## src/rtl/grah8_sequencer.sv

```systemverilog
// -----------------------------------------------------------------------------
// grah8_sequencer
//   Fetch/execute controller for the Grah-8 core. The sequencer fetches one
//   instruction byte at a time and classifies it by ir[7:6]:
//     00 immediate  : write {2'b00, ir[5:0]} into reg0
//     01 copy       : reg[ir[2:0]] <= reg[ir[5:3]]. The index IO_SEL stands
//                     for the external byte port, and the copy stalls until
//                     that port is ready.
//     10 calculate  : ALU op ir[2:0], with the result written to reg3
//     11 condition  : jump to reg0 when the condition on signed reg3 holds
//   Every strobe is a single-cycle pulse in the cycle that completes EXEC.
//
// Ports
//   clk, rst            rising-edge clock, asynchronous active-low reset
//   mem_req/mem_addr    fetch request and address (= pc)
//   mem_ack/mem_data    fetch data valid and instruction byte
//   reg0_val, reg3_val  jump target and condition operand from the register file
//   imm_wr, imm_val     immediate write into reg0
//   rd_sel, wr_sel      copy source and destination indices
//   cpy_wr              register-file write strobe for a copy
//   alu_en, alu_op      ALU execute strobe and operation
//   in_valid, in_take   input-port handshake
//   out_ready, out_put  output-port handshake
//   pc                  current program counter
//   step                single-step pulse (active only with GRAH8_SEQ_STEP_EN)
//
// Configuration
//   GRAH8_SEQ_STEP_EN   When defined, each step pulse allows exactly one
//                       instruction. When undefined, the sequencer free-runs.
//
// Parameters
//   PC_W    address width. Valid range is 6..8, because the jump target
//           comes from the 8-bit reg0.
//   IO_SEL  the copy operand index that selects the I/O port.
// -----------------------------------------------------------------------------
module grah8_sequencer #(
  parameter int PC_W   = 8,
  parameter int IO_SEL = 6
) (
  input  logic            clk,
  input  logic            rst,
  output logic            mem_req,
  output logic [PC_W-1:0] mem_addr,
  input  logic            mem_ack,
  input  logic [7:0]      mem_data,
  input  logic [7:0]      reg0_val,
  input  logic [7:0]      reg3_val,
  output logic            imm_wr,
  output logic [7:0]      imm_val,
  output logic [2:0]      rd_sel,
  output logic [2:0]      wr_sel,
  output logic            cpy_wr,
  output logic            alu_en,
  output logic [2:0]      alu_op,
  input  logic            in_valid,
  output logic            in_take,
  input  logic            out_ready,
  output logic            out_put,
  output logic [PC_W-1:0] pc,
  input  logic            step
);

  localparam logic [2:0] IO_IDX = 3'(IO_SEL);

  typedef enum logic {
    S_FETCH,
    S_EXEC
  } state_t;

  state_t          state, state_nx;
  logic [PC_W-1:0] pc_q, pc_nx;
  logic [7:0]      ir, ir_nx;
  logic            fetch_en;
  logic            src_io, dst_io, exec_done, taken, is_zero, is_neg;

`ifdef GRAH8_SEQ_STEP_EN
  // A step pulse arms exactly one fetch. The flag clears when that fetch
  // is accepted, and pulses that arrive while it is armed are dropped.
  logic step_pend;

  always_ff @(posedge clk or negedge rst) begin
    if (!rst)                                        step_pend <= 1'b0;
    else if (state == S_FETCH && step_pend && mem_ack) step_pend <= 1'b0;
    else if (step)                                   step_pend <= 1'b1;
  end

  assign fetch_en = step_pend;
`else
  logic step_unused;
  assign step_unused = step;
  assign fetch_en    = 1'b1;
`endif

  // The field outputs are pure views of ir. Only the strobes qualify them.
  assign imm_val  = {2'b00, ir[5:0]};
  assign rd_sel   = ir[5:3];
  assign wr_sel   = ir[2:0];
  assign alu_op   = ir[2:0];
  assign mem_addr = pc_q;
  assign pc       = pc_q;

  assign src_io  = (ir[5:3] == IO_IDX);
  assign dst_io  = (ir[2:0] == IO_IDX);
  assign is_zero = (reg3_val == 8'h00);
  assign is_neg  = reg3_val[7];

  // A copy that touches the I/O port completes only when every port it
  // uses is ready in the same cycle. All other classes complete at once.
  assign exec_done = (ir[7:6] != 2'b01) ||
                     ((!src_io || in_valid) && (!dst_io || out_ready));

  always_comb begin
    taken = 1'b0;
    unique case (ir[2:0])
      3'd0: taken = 1'b0;
      3'd1: taken = is_zero;
      3'd2: taken = is_neg;
      3'd3: taken = is_zero || is_neg;
      3'd4: taken = 1'b1;
      3'd5: taken = !is_zero;
      3'd6: taken = !is_neg;
      3'd7: taken = !is_zero && !is_neg;
      default: taken = 1'b0;
    endcase
  end

  // NOTE: every output of this block gets a default before the case
  // statement. Without those defaults, any path that skipped an assignment
  // would infer a latch.
  always_comb begin
    state_nx = state;
    pc_nx    = pc_q;
    ir_nx    = ir;
    mem_req  = 1'b0;
    imm_wr   = 1'b0;
    cpy_wr   = 1'b0;
    alu_en   = 1'b0;
    in_take  = 1'b0;
    out_put  = 1'b0;
    unique case (state)
      S_FETCH: begin
        mem_req = fetch_en;
        if (fetch_en && mem_ack) begin
          ir_nx    = mem_data;
          state_nx = S_EXEC;
        end
      end
      S_EXEC: begin
        if (exec_done) begin
          state_nx = S_FETCH;
          pc_nx    = pc_q + PC_W'(1);
          unique case (ir[7:6])
            2'b00: imm_wr = 1'b1;
            2'b01: begin
              cpy_wr  = 1'b1;
              in_take = src_io;
              out_put = dst_io;
            end
            2'b10: alu_en = 1'b1;
            2'b11: if (taken) pc_nx = PC_W'(reg0_val);
            default: ;
          endcase
        end
      end
      default: state_nx = S_FETCH;
    endcase
  end

  // NOTE: the state registers use non-blocking assignments only. This
  // keeps every always_ff reading the values from before the clock edge.
  always_ff @(posedge clk or negedge rst) begin
    if (!rst) begin
      state <= S_FETCH;
      pc_q  <= '0;
      ir    <= 8'h00;
    end else begin
      state <= state_nx;
      pc_q  <= pc_nx;
      ir    <= ir_nx;
    end
  end

endmodule

```

## config.mk

```make
export PLATFORM = sky130hd
export DESIGN_NAME = grah8_sequencer
export DESIGN_NICKNAME = d
export VERILOG_FILES = /design/src/rtl/grah8_sequencer.sv
export SDC_FILE = /design/constraint.sdc
export NUM_CORES = 1
export LEC_CHECK = 0
export CAP_MARGIN = 20
export CORE_MARGIN = 1
export CORE_UTILIZATION = 58
export CTS_BUF_LIST = sky130_fd_sc_hd__clkbuf_16
export DETAILED_ROUTE_END_ITERATION = 6
export DONT_BUFFER_PORTS = 1
export PLACE_DENSITY = 0.82
export SYNTH_ARGS = -nofsm -noshare
export SYNTH_HDL_FRONTEND = slang
export SYNTH_SLANG_ARGS = --single-unit
```

## constraint.sdc

```tcl
create_clock -name clk -period 2.25 [get_ports clk]
set_input_delay 0.225 -clock clk [delete_from_list [all_inputs] [get_ports clk]]
set_output_delay 0.225 -clock clk [all_outputs]
set_load 0.01 [all_outputs]
```

==> results of run 1 <==
## area by class of cell
type,count,area [sq um],area share (%)
clock buffer,3,75.1,6.73
clock inverter,1,3.75,0.337
inverter,5,18.8,1.68
multi-input combinational,72,520,46.7
sequential,17,425,38.2
tap,25,31.3,2.81
timing repair buffer,5,40.0,3.59
## registers in the layout, indices dropped and copies added (netlist names)
register,cells
ir,8
state,1
mem_addr,8
## per-stage QoR
stage                     total power, mW  hold slack, ps  worst slack (ps)  cell area (sq um)  utilization (%)
after floorplan                      1.62           -70.6               510               1170                -
after global placement               1.46           -70.3               491               1030             56.9
after detailed placement             1.51           -70.2               431               1030             56.9
after CTS                            1.87             105               209               1110             61.9
after global routing                 2.00             105               147               1110             61.9
final                                1.86             104               217               1110             61.9
## power groups by stage
stage | Combinational [mW] | Sequential, mW | Clock (mW)
after floorplan | 0.943 | 0.673 | 0
after global routing | 0.818 | 0.805 | 0.375
after detailed placement | 0.729 | 0.777 | 0
after CTS | 0.741 | 0.772 | 0.354
after global placement | 0.699 | 0.759 | 0
final | 0.739 | 0.772 | 0.350
## layer usage
metal	track usage [%]	vias to the layer above
met1	26.4	375
met4	5.71	0
li1	-	368
met5	0	-
met3	7.31	2
met2	36.7	36
## synth_stat cells (all sizes together), types with 2 or more instances
cell type	number
buf	27
dfrtp	17
mux2	9
a21oi	7
mux2i	7
nand2	7
inv	5
nor2	5
nor3	5
a2bb2oi	3
and3	3
nand3	3
nor2b	3
o21ai	3
and4b	2
nor4	2
## how the worst max path moves through the flow
stage | from | to | slack, ps | cells past startpoint
final | ir[5] | out_put | 220 | 4
after global routing | ir[5] | out_put | 150 | 4
after CTS | ir[5] | out_put | 210 | 4
after detailed placement | ir[0] | mem_addr[5] | 430 | 7
after global placement | ir[5] | out_put | 490 | 4
after floorplan | ir[2] | out_put | 510 | 4
## logic make-up after synthesis
family,Yosys count
flip-flops,17
multiplexers,16
AND/OR/NAND/NOR,37
adder cells (fa/ha/maj),1
AO/OA/AOI/OAI,16
buffers and inverters,33
other,1
## cell usage in the layout, fill, tap and decap left out
cell type      count
a21oi_1            7
a22oi_1            1
a2bb2oi_1          3
a32o_1             1
and2_2             1
and3_1             2
and3_2             1
and4_1             1
and4b_1            1
and4b_2            1
and4bb_2           1
buf_4              4
clkbuf_16          3
conb_1             2
dfrtp_1           17
dlygate4sd3_1      1
ha_1               1
inv_1              6
mux2_2             9
mux2i_1            6
mux2i_2            1
nand2_1            6
nand2_2            1
nand3_1            3
nand4_1            1
nor2_1             5
nor2b_1            3
nor3_1             5
nor3b_1            1
nor4_1             2
nor4bb_1           1
o21ai_0            3
o22a_1             1
or4b_1             1
==> results.json, run 1 <==
{
  "status": "finished, final reports clean",
  "p_int_mw": 1.04,
  "cp-end-kind": "output pin",
  "maxSlewHeadroom_pct": 49.5,
  "power_switching_uw": 826,
  "synth-main-ff-cell": "dfrtp_1",
  "p_per_area_mw_per_mm2": 1670,
  "timing.setup.tns_ps": 0,
  "fmax_mhz": 492,
  "drc": 0,
  "cts_made_buffers": 3,
  "maxCapViolCount": 0,
  "fin_skew_ps": 1.75,
  "antenna_found_initial": 0,
  "p_leak_nw": 0.503,
  "rows": 15,
  "cp.arrival_ps": 1810,
  "htree_levels": 1,
  "holdPathStages": 2,
  "reg2regPathDepth": 7,
  "ant_nets": 0,
  "start_util_pct": 65.0,
  "setup_viol_count_final": 0,
  "synth_edf_count": 0,
  "synth_seq_cells": 17,
  "grt_overflow": 0,
  "worst-setup-path-type": "flop to output pin",
  "r2r_end": "mem_addr[5]",
  "top_layer_used": "met4",
  "post_cts_buffers": 0,
  "period_share_pct": 90.3,
  "r2r_slack_ps": 410,
  "via_count": 781,
  "tightestPinTransition_ps": 755,
  "min_to": "state",
  "reg2reg_from": "ir[0]",
  "cp_max_fo": 5,
  "async_reset_ff_share_pct": 100,
  "worstHoldStart": "mem_ack",
  "synth.avg_cell_area_sq_um": 9.68,
  "grt_pass1_vias": 768,
  "required_ps": 2030,
  "crit_buf_inv": 1,
  "synth_top_family_by_area": "buffers and inverters",
  "portBuffers": 0,
  "clock_path_buffers": 2,
  "globalplace.congestion": 0.691,
  "cts_sinks": 17,
  "synth_area_leaders": "dfrtp_1, buf_4, mux2_2, mux2i_1, a21oi_1",
  "place_inst": 123,
  "area_growth_pct": -4.81,
  "clkLatencyLatePin_ps": 250,
  "yosysUniqueCellTypes": 34,
  "power_frac_seq_pct": 41.5,
  "slowest_stage": "or4b_1",
  "post_drt_wl_per_cell_um": 17.4,
  "cp_top_family": "simple AND/OR/NAND/NOR gates",
  "n_antenna_cell": 0,
  "filler_cell_count": 155,
  "wl_um": 2230,
  "ios": 69,
  "cp-start-kind": "flop",
  "hold_buffers": 1,
  "synthAdderAreaFrac_pct": 1.07,
  "die_area_sq_mm": 0.00220,
  "drt_iter0_markers": 15,
  "core-area_sq_mm": 0.00180,
  "layout-drive-gt1-share_pct": 21.4,
  "die_x_um": 46.9,
  "dp.final_hpwl_um": 1640,
  "synth_mux_area_share_pct": 15.0,
  "hold_viol": 0,
  "grt_pass1_wl_um": 3250,
  "cts_resized": 0,
  "synth_warnings": 0,
  "fin_nets": 135,
  "synth_xor_area_share_pct": 0,
  "yosys.area.top_type": "dfrtp_1",
  "max_stage_delay_ps": 470,
  "synthDominantCellAreaShare_pct": 36.3,
  "met1_length_um": 932,
  "tritoncts": "built",
  "synth_compound_area_share_pct": 8.76,
  "swShare_pct": 44.4,
  "dr.pass1.iters": 3,
  "yosysSeqAreaShare_pct": 36.3,
  "clkPwrFrac_pct": 18.8,
  "grt_usage_pct": 21.6,
  "netlist_area_sq_mm": 0.00117,
  "finalNonFillerCells": 128,
  "grt_setup_unrepaired": "false",
  "vdd_drop_max_mv": 0.781,
  "syn_inst": 121,
  "grt_max_degree": 18,
  "routed_via_density": 6.10,
  "period_needed_ps": 2030,
  "hp-class": "input port to flop",
  "path_cells": "nor4bb_1, or4b_1, inv_1, and4b_2",
  "wl_met3_um": 132,
  "slew_viol_final": 0,
  "dr_wl_met2_um": 1160,
  "die_h_um": 46.9,
  "cts_root_buf": "clkbuf_16",
  "clk_pin_slew_worst_paths_ps": 50,
  "yosys.area_share.simple_pct": 19.0,
  "pwr-share-comb_pct": 39.7
}
No activity file was read; power rests on OpenSTA's default activity.
==> run 2: changes to the inputs <==
--- a/config.mk
+++ b/config.mk
@@ -15,3 +15,4 @@
 export SYNTH_ARGS = -nofsm -noshare
 export SYNTH_HDL_FRONTEND = slang
 export SYNTH_SLANG_ARGS = --single-unit
+export TNS_END_PERCENT = 20
==> results of run 2 <==
Final layout, timing and power as in run 1 (identical DEF).
